--- src/rtl/spi_pkg.sv ---
// Shared types and constants for the SPI-to-memory slave front end.
// Frame layout: [FRAME_W-1:FRAME_W-2] command, [DATA_W-1:0] payload.
package spi_pkg;

   localparam int DATA_W  = 8;
   localparam int FRAME_W = DATA_W + 2;

   localparam logic [1:0] CMD_WR_ADDR = 2'b00;
   localparam logic [1:0] CMD_WR_DATA = 2'b01;
   localparam logic [1:0] CMD_RD_ADDR = 2'b10;
   localparam logic [1:0] CMD_RD_DATA = 2'b11;

   typedef enum logic [2:0] {
      IDLE,
      CHK_CMD,
      WRITE,
      READ_ADD,
      READ_DATA
   } spi_state_e;

endpackage

--- src/rtl/spi_tx_shifter.sv ---
// Parallel-load, serial-out register returning memory read data MSB first.
// o_serial carries the current bit while busy and is 0 otherwise.
module spi_tx_shifter #(
   parameter int W = spi_pkg::DATA_W
) (
   input  logic         clk,
   input  logic         rst_n,
   input  logic         i_clear,
   input  logic         i_load,
   input  logic [W-1:0] i_data,
   output logic         o_serial,
   output logic         o_busy,
   output logic         o_done
);

   localparam int CntW = (W > 1) ? $clog2(W) : 1;

   logic [W-1:0]    r_shReg;
   logic [CntW-1:0] r_cnt;
   logic            r_busy;
   logic            r_done;

   // r_cnt holds how many bits remain after the one currently on o_serial
   always_ff @(posedge clk or negedge rst_n) begin
      if (!rst_n) begin
         r_shReg <= '0;
         r_cnt   <= '0;
         r_busy  <= 1'b0;
         r_done  <= 1'b0;
      end else if (i_clear) begin
         r_shReg <= '0;
         r_cnt   <= '0;
         r_busy  <= 1'b0;
         r_done  <= 1'b0;
      end else if (i_load) begin
         r_shReg <= i_data;
         r_cnt   <= CntW'(W - 1);
         r_busy  <= 1'b1;
         r_done  <= 1'b0;
      end else if (r_busy) begin
         if (r_cnt == '0) begin
            r_shReg <= '0;
            r_busy  <= 1'b0;
            r_done  <= 1'b1;
         end else begin
            r_shReg <= {r_shReg[W-2:0], 1'b0};
            r_cnt   <= r_cnt - CntW'(1);
         end
      end
   end

   assign o_serial = r_busy & r_shReg[W-1];
   assign o_busy   = r_busy;
   assign o_done   = r_done;

endmodule

--- src/rtl/spi_slave_if.sv ---
// SPI slave front end: deserialises MOSI frames into command words and
// serialises one memory read byte back on MISO after a read-data frame.
module spi_slave_if #(
   parameter int DATA_W = 8
) (
   input  logic              clk,
   input  logic              rst_n,
   input  logic              MOSI,
   input  logic              SS_n,
   input  logic [DATA_W-1:0] tx_data,
   input  logic              tx_valid,
   output logic              MISO,
   output logic [DATA_W+1:0] rx_data,
   output logic              rx_valid
);

   import spi_pkg::*;

   localparam int FW   = DATA_W + 2;
   localparam int CntW = $clog2(FW + 1);

   spi_state_e      r_state;
   spi_state_e      w_nextState;
   logic [FW-1:0]   r_shift;
   logic [CntW-1:0] r_bitCnt;
   logic            r_rdAddrSeen;

   logic            w_frameDone;
   logic            w_lastBit;
   logic            w_clearTx;
   logic            w_txLoad;
   logic            w_txBusy;
   logic            w_txDone;
   logic            w_txSerial;

   assign w_frameDone = (r_bitCnt == CntW'(FW));
   assign w_lastBit   = (r_bitCnt == CntW'(FW - 1));
   assign w_clearTx   = (r_state == IDLE) || SS_n;

   // tx_valid only counts once, in the wait phase after a read-data frame
   assign w_txLoad = (r_state == READ_DATA) && w_frameDone && !SS_n &&
                     tx_valid && !w_txBusy && !w_txDone;

   always_ff @(posedge clk or negedge rst_n) begin
      if (!rst_n) begin
         r_state <= IDLE;
      end else begin
         r_state <= w_nextState;
      end
   end

   always_comb begin
      w_nextState = r_state;
      case (r_state)
         IDLE: begin
            if (!SS_n) begin
               w_nextState = CHK_CMD;
            end
         end
         CHK_CMD: begin
            if (SS_n) begin
               w_nextState = IDLE;
            end else if (MOSI == CMD_RD_ADDR[1]) begin
               w_nextState = r_rdAddrSeen ? READ_DATA : READ_ADD;
            end else begin
               w_nextState = WRITE;
            end
         end
         WRITE, READ_ADD, READ_DATA: begin
            if (SS_n) begin
               w_nextState = IDLE;
            end
         end
         default: w_nextState = IDLE;
      endcase
   end

   // Receive path; the command bits are forwarded exactly as shifted in
   always_ff @(posedge clk or negedge rst_n) begin
      if (!rst_n) begin
         r_shift      <= '0;
         r_bitCnt     <= '0;
         rx_data      <= '0;
         rx_valid     <= 1'b0;
         r_rdAddrSeen <= 1'b0;
      end else begin
         rx_valid <= 1'b0;
         if ((r_state == IDLE) || SS_n) begin
            r_shift  <= '0;
            r_bitCnt <= '0;
         end else if (!w_frameDone) begin
            r_shift  <= {r_shift[FW-2:0], MOSI};
            r_bitCnt <= r_bitCnt + CntW'(1);
            if (w_lastBit) begin
               rx_data  <= {r_shift[FW-2:0], MOSI};
               rx_valid <= 1'b1;
               if (r_state == READ_ADD) begin
                  r_rdAddrSeen <= 1'b1;
               end else if (r_state == READ_DATA) begin
                  r_rdAddrSeen <= 1'b0;
               end
            end
         end
      end
   end

   spi_tx_shifter #(
      .W (DATA_W)
   ) u_tx (
      .clk      (clk),
      .rst_n    (rst_n),
      .i_clear  (w_clearTx),
      .i_load   (w_txLoad),
      .i_data   (tx_data),
      .o_serial (w_txSerial),
      .o_busy   (w_txBusy),
      .o_done   (w_txDone)
   );

   assign MISO = w_txSerial;

endmodule

--- config.mk ---
export PLATFORM = sky130hd
export DESIGN_NAME = spi_slave_if
export DESIGN_NICKNAME = d
export VERILOG_FILES = /design/src/rtl/spi_pkg.sv /design/src/rtl/spi_tx_shifter.sv /design/src/rtl/spi_slave_if.sv
export SDC_FILE = /design/constraint.sdc
export NUM_CORES = 1
export LEC_CHECK = 0
export BUFFER_PORTS_ARGS = -buffer_cell sky130_fd_sc_hd__buf_2
export CORE_MARGIN = 2
export CORE_UTILIZATION = 30
export DETAILED_ROUTE_END_ITERATION = 8
export REMOVE_ABC_BUFFERS = 1
export SYNTH_ARGS = -nofsm -noshare
export SYNTH_HDL_FRONTEND = slang
export SYNTH_SLANG_ARGS = --single-unit
export TNS_END_PERCENT = 100
--- constraint.sdc ---
create_clock -name clk -period 2.6 [get_ports clk]
set_clock_uncertainty 0.2 [all_clocks]
set_input_delay 0.26 -clock clk [delete_from_list [all_inputs] [get_ports clk]]
set_output_delay 0.26 -clock clk [all_outputs]
set_load 0.01 [all_outputs]
# Word level (Yosys, flattened, before mapping)
# Cells that the tools add are included.
op_classes:
  n_addsub: 2
  n_eq_ne: 10
  muxes: 31
  bitwise: 3
  n_reduce_logical: 20
op_table:
  columns: ["cell", "n"]
  rows:
  - ["8-bit two-way mux", 4]
  - ["3-bit two-way mux", 9]
  - ["9-bit two-way mux", 2]
  - ["1-bit two-way mux", 13]
  - ["3-bit one-hot mux with 3 select lines", 1]
  - ["4-bit equality test, second input constant", 2]
  - ["4-bit two-way mux", 2]
  - ["3-bit by 2-bit equality test with 1-bit output, second input constant", 2]
  - ["3-bit logical NOT", 2]
  - ["2-bit AND reduction", 3]
  - ["3-bit nonzero test", 2]
  - ["1-bit logical AND", 5]
  - ["4-bit by 1-bit adder with 4-bit output, second input constant", 1]
  - ["2-bit != test, second input constant", 2]
  - ["4-bit AND reduction", 1]
  - ["3-bit by 1-bit equality test with 1-bit output, second input constant", 1]
  - ["3-bit equality test, second input constant", 1]
  - ["1-bit logical NOT", 3]
  - ["3-bit by 1-bit != test with 1-bit output, second input constant", 1]
  - ["3-bit AND reduction", 1]
  - ["3-bit OR reduction", 1]
  - ["3-bit by 1-bit subtractor with 3-bit output, second input constant", 1]
  - ["2-bit by 1-bit != test with 1-bit output, second input constant", 1]
  - ["1-bit NOT", 2]
  - ["3 further kinds", 3]
totals:
  register_bits: 41
  word_cells: 76

# Logic depth before layout (Yosys ltp)
# Gate-level depths: netlist (run 1).
logic_depth:
  ltp_word: 8
  depth_mapped: 7
  ltp_nobuf: 6

# By module
# A second synthesis (run 1) with hierarchy kept.
unflattened:
  hier_cells: 177
  hier_area_um2: 1978.1
modules_own_cells:
  columns: ["module", "n_inst", "cells_per_inst", "area_each_um2", "seq_area_each_um2"]
  rows:
  - ["spi_slave_if", 1, 107, 1293.7, 700.7]
  - ["spi_tx_shifter", 1, 70, 684.4, 325.3]

# Worst setup path after synthesis (run 1)
# Ideal clock, no wire load.
synth_path:
  path_kind: "register to register"
  from: "register r_bitCnt[0]"
  to: "register rx_data[0]"
  setup_ns: 0.125
  arrival_ns: 1.623
  required_ns: 2.275
  setup_slack_ns: 0.652
  path_stages_with_launch: 7
  cell_sequence: "dfrtp_1 inv_1 ha_1 nand4bb_1 nor3_1 buf_2 mux2_2"
synth_between:
  elab_chain_cells: 3
synth_rtl:
  columns: ["element", "line", "rtl"]
  rows:
  - ["start, declared", "spi_slave_if.sv:25", "logic [CntW-1:0] r_bitCnt;"]
  - ["start signal, assigned", "spi_slave_if.sv:93", "r_bitCnt <= r_bitCnt + CntW'(1);"]
  - ["4-bit equality test", "spi_slave_if.sv:36", "assign w_frameDone = (r_bitCnt == CntW'(FW));"]
  - ["1-bit NOT (no source line)", null, null]
  - ["3-bit AND reduction (no source line) *", null, null]
  - ["end signal, assigned", "spi_slave_if.sv:95", "rx_data <= {r_shift[FW-2:0], MOSI};"]
  - ["end, declared", "spi_slave_if.sv:13", "output logic [DATA_W+1:0] rx_data,"]
# Every way passes the cells marked *; elsewhere a longest branch is shown, timed or not.
# A chain may end at the register's enable or synchronous reset.

# Worst setup path in the final report (run 1)
layout_path:
  from: "register u_tx.r_cnt[0]"
  to: "register u_tx.r_cnt[2]"
layout_between:
  elab_chain_cells: 5
layout_rtl:
  columns: ["element", "line", "rtl"]
  rows:
  - ["start, declared", "spi_tx_shifter.sv:19", "logic [CntW-1:0] r_cnt;"]
  - ["start signal, assigned", "spi_tx_shifter.sv:37", "r_cnt <= CntW'(W - 1);"]
  - ["start signal, assigned", "spi_tx_shifter.sv:47", "r_cnt <= r_cnt - CntW'(1);"]
  - ["3-bit by 1-bit subtractor with 3-bit output", "spi_tx_shifter.sv:47", null]
  - ["3-bit two-way mux", "spi_tx_shifter.sv:41", "if (r_cnt == '0) begin"]
  - ["3-bit two-way mux", "spi_tx_shifter.sv:40", "end else if (r_busy) begin"]
  - ["3-bit two-way mux", "spi_tx_shifter.sv:35", "end else if (i_load) begin"]
  - ["3-bit two-way mux", "spi_tx_shifter.sv:30", "end else if (i_clear) begin"]
# Parallel ways exist; a longest one is shown, timed or not. The select of a mux whose other input is x is not followed.

==> results of run 1 <==
cells in the mapped netlist:
library cell and number:
buf_6 2, or4b_4 1, nand3_1 2, nor3_1 4
or2_2 1, and2_1 1, nor2b_1 1, mux2_2 12
a21oi_1 15, nand2_1 20, xor2_1 1, nand3b_2 1
ha_1 5, nor2_1 5, a22oi_1 6, nand2b_1 3
dfrtp_1 41, and3b_1 1, inv_1 7, clkbuf_1 6
o311ai_4 1, a21oi_2 1, nor4bb_1 1, nand4bb_1 1
nand4_1 1, a2bb2oi_1 1, xnor2_1 3, nor3b_1 1
nor4_1 7, o21ai_0 2, a211oi_1 9, nand4b_1 1
buf_2 4, o31ai_1 1, a31oi_1 2, nor4b_1 1
or3b_2 1
worst min-delay path by stage:
| stage | startpoint | to | depth (start not counted) |
|---|---|---|---|
| 3_3_place_gp | rst_n | u_tx.r_shReg[6] | 1 |
| 3_5_place_dp | rst_n | u_tx.r_shReg[7] | 1 |
| 2_1_floorplan | rst_n | r_bitCnt[0] | 0 |
| 4_1_cts | SS_n | r_state[1] | 2 |
| 5_1_grt | SS_n | r_state[2] | 2 |
| 6_report | SS_n | r_state[2] | 2 |
sequential cells by signal, summed over array words and instances (netlist names):
register      flops
r_bitCnt          4
r_state           3
u_tx.r_shReg      8
u_tx.r_cnt        3
u_tx.o_done       1
u_tx.o_busy       1
r_shift           9
rx_data          10
r_rdAddrSeen      1
rx_valid          1
per-stage QoR:
| stage | hold WS (ns) | setup WS (ns) | cells | cell area [um2] |
|---|---|---|---|---|
| 6_report | 0.0274 | 0.481 | 273 | 2200 |
| 5_1_grt | 0.0187 | 0.296 | 273 | 2200 |
| 4_1_cts | 0.0275 | 0.441 | 273 | 2200 |
| 3_5_place_dp | 0.259 | 0.461 | 264 | 2080 |
| 3_3_place_gp | 0.253 | 0.474 | 264 | 2080 |
| 2_1_floorplan | -0.236 | 0.231 | 161 | 1850 |
critical path: stages, from the launching register on:
cell     delay, ns
dfrtp_1       0.37
inv_1         0.05
ha_1          0.19
ha_1          0.23
nor2b_1       0.49
mux2_2        0.40
a21oi_1       0.13
placed cells by master, fill, tap and decap left out, drive strengths merged, types with 2 or more instances in the layout:
master  instances
nor2            5
clkbuf          5
inv             7
dfrtp          41
ha              5
a211oi          9
a31oi           2
a21oi          16
nor3            4
nand2b          3
buf            26
mux2           12
nand3           2
o21ai           2
nor4            7
a22oi           6
xnor2           3
nand2          20
power groups by stage:
stage                     combinational (W)  sequential, W  clock (W)
final                              0.000143       0.000704   0.000525
after CTS                          0.000146       0.000704   0.000537
after global routing               0.000161       0.000709   0.000562
after global placement             0.000144       0.000717          0
after floorplan                   0.0000936       0.000708          0
after detailed placement           0.000144       0.000717          0
repair_timing:
action / 4_1_cts / 5_1_grt
resized for setup: 0 / 0
endpoints found under the hold margin: 41 / 0
hold buffers: 1 / 0
cells by family after synthesis:
logic type / Yosys count / share of synthesized area (%)
AO/OA/AOI/OAI: 38 / 13.7
XOR/XNOR: 4 / 1.83
adder cells (fa/ha/maj): 5 / 3.27
buffers and inverters: 19 / 4.78
flip-flops: 41 / 53.7
multiplexers: 12 / 7.07
AND/OR/NAND/NOR: 54 / 15.7
cell type report:
class / instances / area, um2
flip-flops and latches: 41 / 1030
well taps: 77 / 96.3
fillers: 636 / 4040
clock inverters: 3 / 46.3
inverters: 7 / 26.3
multi-input cells: 113 / 795
repair buffers: 27 / 145
clock buffers: 5 / 68.8
per-layer routing:
| layer | part of all wire, % | routed length, um | vias up | GRT usage, % |
|---|---|---|---|---|
| met4 | 1.0 | 39 | 0 | 3.08 |
| met5 | 0 | 0 | - | 0 |
| li1 | - | - | 660 | - |
| met3 | 5.1 | 189 | 6 | 4.35 |
| met1 | 47 | 1760 | 675 | 15.2 |
| met2 | 47 | 1740 | 25 | 17.7 |
==> metrics.csv, run 1 <==
stage,metric,value,unit
die,initial_core_util,30.6,%
timing,min_period_over_period,81.5,%
pwr,intPower,0.00101,W
synth,ys_warn_count,0,
grt,track_usage,11.5,%
timing,final_hold_viol_count,0,
die,ioPinCount,25,
clock_tree,clock_sinks,41,
timing,finalSetupTns,0,ns
timing,setup_violations,0,
die,std_cell_rows,29,
detailed_routing,vias,1366,
clock_tree,clkTransAtPathRegs,0.08,ns
synth,yosysSeqAreaShare,53.7,%
detailed_routing,wl_per_cell,13.6,um
synth,synth.ff_latch_count,41,
synth,synth_cell_type_count,37,
pwr,finalPower,0.00137,W
die,die_area,7030,um2
synth,synth_area,1910,um2
grt,grt_max_degree,42,
pwr,p_leak,0.943,nW
worst_setup_path,cp-startpoint,u_tx.r_cnt[0],
placed_design,port_buffers,24,
grt,grt_pass1_wl,6.41,mm
die,die_x,83.8,um
clock_tree,clock_latency,0.30,ns
layout,fin_nets,213,
job,max-cap-violations,0,
synth,synth_area_leaders,"dfrtp_1, mux2_2, a21oi_1",
synth,yosysTopAreaCellShare,53.7,%
pwr,p_sw_share,26.6,%
placed_design,gp_congestion,0.707,
pwr,p_seq_share,51.3,%
timing,relSlewSlack,38.6,%
synth,syn_inst,173,
die,core-area,6240,um2
pwr,combPwrFrac,10.4,%
layout,antenna_cells,0,
detailed_routing,drt_iter0_drc,105,
timing,worst_slew_pin_slew,0.921,ns
detailed_routing,viasPerCell,5.00,
pwr,max-vdd-ir-drop,0.237,mV
detailed_routing,ant_nets,0,
detailed_routing,wirelength,3.73,mm
timing,report.final.slew_viol_count,0,
placed_design,dpl.hpwl,2.38,mm
worst_setup_path,cp-end-kind,flip-flop,
worst_setup_path,rrSetupSlack,0.48,ns
pwr,switching_power,0.000366,W
clock_tree,cts_tree,built,
timing,rsz0062_at_grt,false,
layout,drive_gt1_share,26.5,%
synth,yosysTopAreaCell,dfrtp_1,
worst_hold_path,hold_path.class,primary input to flip-flop,
clock_tree,numCtsBuffers,5,
timing,post-route-min-period,2.12,ns
layout,postLayoutCoreUtil,35.3,%
layout,areaGrowthSynthToFinish,15.2,%
worst_setup_path,startpoint_type,flip-flop,
grt,grt_antenna_before_repair,0,
clock_tree,clockBufferDepth,2,
clock_tree,h-tree-depth,2,
worst_setup_path,endpoint,u_tx.r_cnt[2],
worst_setup_path,reg2reg_from,u_tx.r_cnt[0],
grt,grt_overflow,0,
worst_setup_path,ff2ff_path_depth,6,
worst_setup_path,worstSetupPathType,flip-flop to flip-flop,
worst_setup_path,arrival,2.15,ns
clock_tree,postCtsSetupBuffers,0,
worst_setup_path,critPathMaxFanout,8,
worst_setup_path,required,2.63,ns
worst_setup_path,r2r-end,u_tx.r_cnt[2],
detailed_routing,dr.pass1.iters,4,
synth,synth.avg_cell_area,11.1,um2
die,dieHeight,83.8,um
pwr,clockPowerShare,38.3,%
pwr,cellPowerDensity,623,nW/um2
run_status,status,"finished, final reports clean",
grt,grt_pass1_vias,1289,
detailed_routing,drc_errors,0,
clock_tree,clk_root_buffer_cell,clkbuf_8,
timing,fmax,472,MHz
Power figures use the tool's default switching activity.
==> run 2: changes to the inputs <==
--- a/config.mk
+++ b/config.mk
@@ -5,6 +5,7 @@
 export SDC_FILE = /design/constraint.sdc
 export NUM_CORES = 1
 export LEC_CHECK = 0
+export ABC_AREA = 1
 export BUFFER_PORTS_ARGS = -buffer_cell sky130_fd_sc_hd__buf_2
 export CORE_MARGIN = 2
 export CORE_UTILIZATION = 30
==> constraint.sdc (replaced) <==
create_clock -name clk -period 1.95 [get_ports clk]
set_clock_uncertainty 0.2 [all_clocks]
set_input_delay 0.195 -clock clk [delete_from_list [all_inputs] [get_ports clk]]
set_output_delay 0.195 -clock clk [all_outputs]
set_load 0.01 [all_outputs]
==> run 2 against run 1 <==
The flow now finishes with violations (DRC). Wire length up 7.2%. Design area up 9.7%. Flip-flop and latch count unchanged. Worst hold slack better by 0.0046 ns. Utilization up 2.3 points. Area after synthesis up 5.2%. Via count up 18%. Register-to-register slack worse by 0.29 ns. Clock-buffer cell count up 1.
==> metrics.csv, run 2 <==
stage,metric,value,unit
worst_setup_path,cp-end-kind,flip-flop,
grt,grt_antenna_before_repair,0,
layout,largest-register,rx_data,
detailed_routing,vias,1616,
placed_design,port_buffers,24,
worst_setup_path,critical_path.top_delay_family,buffers and inverters,
die,initial_core_util,31.3,%
timing,min_period_over_period,90.6,%
timing,fin_hold_ws,0.0320,ns
clock_tree,postCtsSetupBuffers,0,
timing,finalSetupTns,0,ns
detailed_routing,drt_iter0_drc,73,
job,max-cap-violations,0,
layout,largest_reg_flops,10,
synth,synth-main-ff-cell,dfrtp_1,
worst_setup_path,arrival,1.80,ns
layout,postLayoutCoreUtil,37.6,%
clock_tree,ctsResizeCount,0,
clock_tree,numCtsBuffers,5,
detailed_routing,dr.pass1.iters,6,
run_status,status,finished with violations,
worst_setup_path,critPathMaxFanout,7,
clock_tree,clock_latency,0.29,ns
pwr,switching_power,0.000543,W
pwr,p_sw_share,30.3,%
pwr,combPwrFrac,17.7,%
detailed_routing,drc_errors,1,
detailed_routing,ant_nets,0,
pwr,max-vdd-ir-drop,0.336,mV
placed_design,gp_congestion,0.810,
clock_tree,h-tree-depth,2,
timing,fin_ws,0.183,ns
worst_setup_path,slowest_delay,0.54,ns
clock_tree,clkTransAtPathRegs,0.07,ns
synth,async_flop_share,100,%
clock_tree,clk_root_buffer_cell,clkbuf_8,
synth,synth_edf_count,0,
worst_setup_path,cp-startpoint,SS_n,
die,std_cell_rows,29,
die,die_area,7380,um2
layout,antenna_cells,0,
layout,areaGrowthSynthToFinish,20.1,%
timing,setup_violations,0,
timing,post-route-min-period,1.77,ns
synth,yosysTopAreaCellShare,51.0,%
synth,ys_warn_count,0,
synth,synth_cell_type_count,26,
synth,synth_area,2010,um2
detailed_routing,wl_per_cell,10.9,um
worst_setup_path,startpoint_type,primary input,
pwr,intPower,0.00125,W
placed_design,dpl.hpwl,2.93,mm
clock_tree,clock_sinks,41,
clock_tree,cts_tree,built,
grt,grt_pass1_vias,1612,
worst_setup_path,required,1.98,ns
layout,fin_nets,305,
grt,track_usage,12.5,%
synth,yosysTopAreaCell,dfrtp_1,
synth,syn_inst,249,
die,core-area,6420,um2
synth,synth.most_common_cell,nand2_1,
synth,synth.ff_latch_count,41,
synth,synth.avg_cell_area,8.08,um2
grt,grt_pass1_wl,7.31,mm
placed_design,preCtsSetupSlack,0.179,ns
detailed_routing,wirelength,4.00,mm
timing,fmax,566,MHz
worst_setup_path,critPathMostFrequentCell,nand2_1,
worst_setup_path,path_cells,dlygate4sd3_1 -> buf_2 -> inv_2 -> nand2_2 -> nor2_4 -> nand3_2 -> a21oi_2 -> nand2_1 -> nand2_1,
timing,final_hold_viol_count,0,
layout,multi_input_area,791,um2
layout,mostFrequentLayoutCells,"nand2_1, dfrtp_1, inv_1",
grt,grt_max_degree,22,
layout,drive_gt1_share,18.8,%
worst_setup_path,crit_slowest_cell,dlygate4sd3_1,
worst_hold_path,hold_path.class,primary input to flip-flop,
layout,regArea,1030,um2
die,dieHeight,85.9,um
synth,yosys-top-cells-count,"nand2_1, dfrtp_1, inv_1, nor2_1, o21ai_0",
worst_setup_path,reg2reg_from,r_bitCnt[1],
worst_setup_path,worstSetupPathType,primary input to flip-flop,
timing,rsz0062_at_grt,false,
layout,layout_commonest_cell,nand2_1,
die,die_x,85.9,um
synth,synth_area_leaders,"dfrtp_1, nand2_1, inv_1",
timing,report.final.slew_viol_count,0,
pwr,clockPowerShare,31.2,%
worst_hold_path,hold_start,tx_data[7],
worst_setup_path,cp_num_buf_inv,3,
layout,fillerInstances,662,
synth,yosysSeqAreaShare,51.0,%
pwr,cellPowerDensity,742,nW/um2
run_status,violations,DRC,
placed_design,placedCellCount,351,
layout,reg.largest.list,"rx_data: 10 flops, r_shift: 9 flops, u_tx.r_shReg: 8 flops",
die,ioPinCount,25,
timing,relSlewSlack,64.6,%
timing,worst_slew_pin_slew,0.531,ns
detailed_routing,viasPerCell,4.43,
layout,stdcell_count,365,
grt,grt_overflow,0,
pwr,p_seq_share,51.1,%
clock_tree,clockBufferDepth,2,
clock_tree,cts_hold_buf,6,
pwr,p_leak,1.23,nW
==> run 2: final timing paths <==
path                       depth (start not counted)              end  slack, ns
max                                                9  u_tx.r_shReg[6]       0.18
min                                                5  u_tx.r_shReg[7]       0.03
max reg2reg                                        7       rx_data[5]       0.19
min reg2reg                                        2  u_tx.r_shReg[4]       0.28
max in group asynchronous                          3  u_tx.r_shReg[6]       0.85
min in group asynchronous                          2       r_shift[3]       0.20
==> run 2: worst reg2reg max path: cells and delay by family (launching register included) <==
family / cells / cell delay (ns)
AND/OR/NAND/NOR: 3 / 0.40
AO/OA/AOI/OAI: 1 / 0.18
buffers and inverters: 2 / 0.27
adder cells (fa/ha/maj): 1 / 0.21
flip-flops: 1 / 0.43
==> run 2: area by class of cell <==
| type | instances | share of cell area [%] |
|---|---|---|
| tap | 77 | 3.99 |
| multi-input combinational | 161 | 32.7 |
| sequential | 41 | 42.5 |
| clock inverter | 2 | 0.621 |
| clock buffer | 6 | 3.00 |
| inverter | 40 | 6.21 |
| timing repair buffer | 38 | 11.0 |
==> run 2: cells by family after synthesis <==
family,Yosys count,share of synthesized area [%]
AO/OA/AOI/OAI,42,11.6
AND/OR/NAND/NOR,113,24.2
adder cells (fa/ha/maj),5,3.11
XOR/XNOR,1,0.435
flip-flops,41,51.0
buffers and inverters,47,9.70
==> run 2: power groups by stage <==
| stage | combinational (W) | sequential, W | clock [W] |
|---|---|---|---|
| 3_3_place_gp | 0.000306 | 0.000932 | 0 |
| 3_5_place_dp | 0.000313 | 0.000931 | 0 |
| 6_report | 0.000317 | 0.000916 | 0.000559 |
| 5_1_grt | 0.000364 | 0.000922 | 0.000599 |
| 4_1_cts | 0.000320 | 0.000917 | 0.000571 |
| 2_1_floorplan | 0.000193 | 0.000933 | 0 |
==> run 2: routing by layer <==
metal | GRT usage [%] | part of all wire, %
met1 | 16.5 | 48
met2 | 19.3 | 46
met3 | 3.46 | 4.0
met4 | 4.91 | 1.9
met5 | 0 | 0
==> run 2: through the flow <==
stage	area (um2)	power [W]
after CTS	2420	0.00181
after detailed placement	2270	0.00124
after floorplan	1970	0.00113
after global placement	2270	0.00124
final	2420	0.00179
after global routing	2420	0.00189
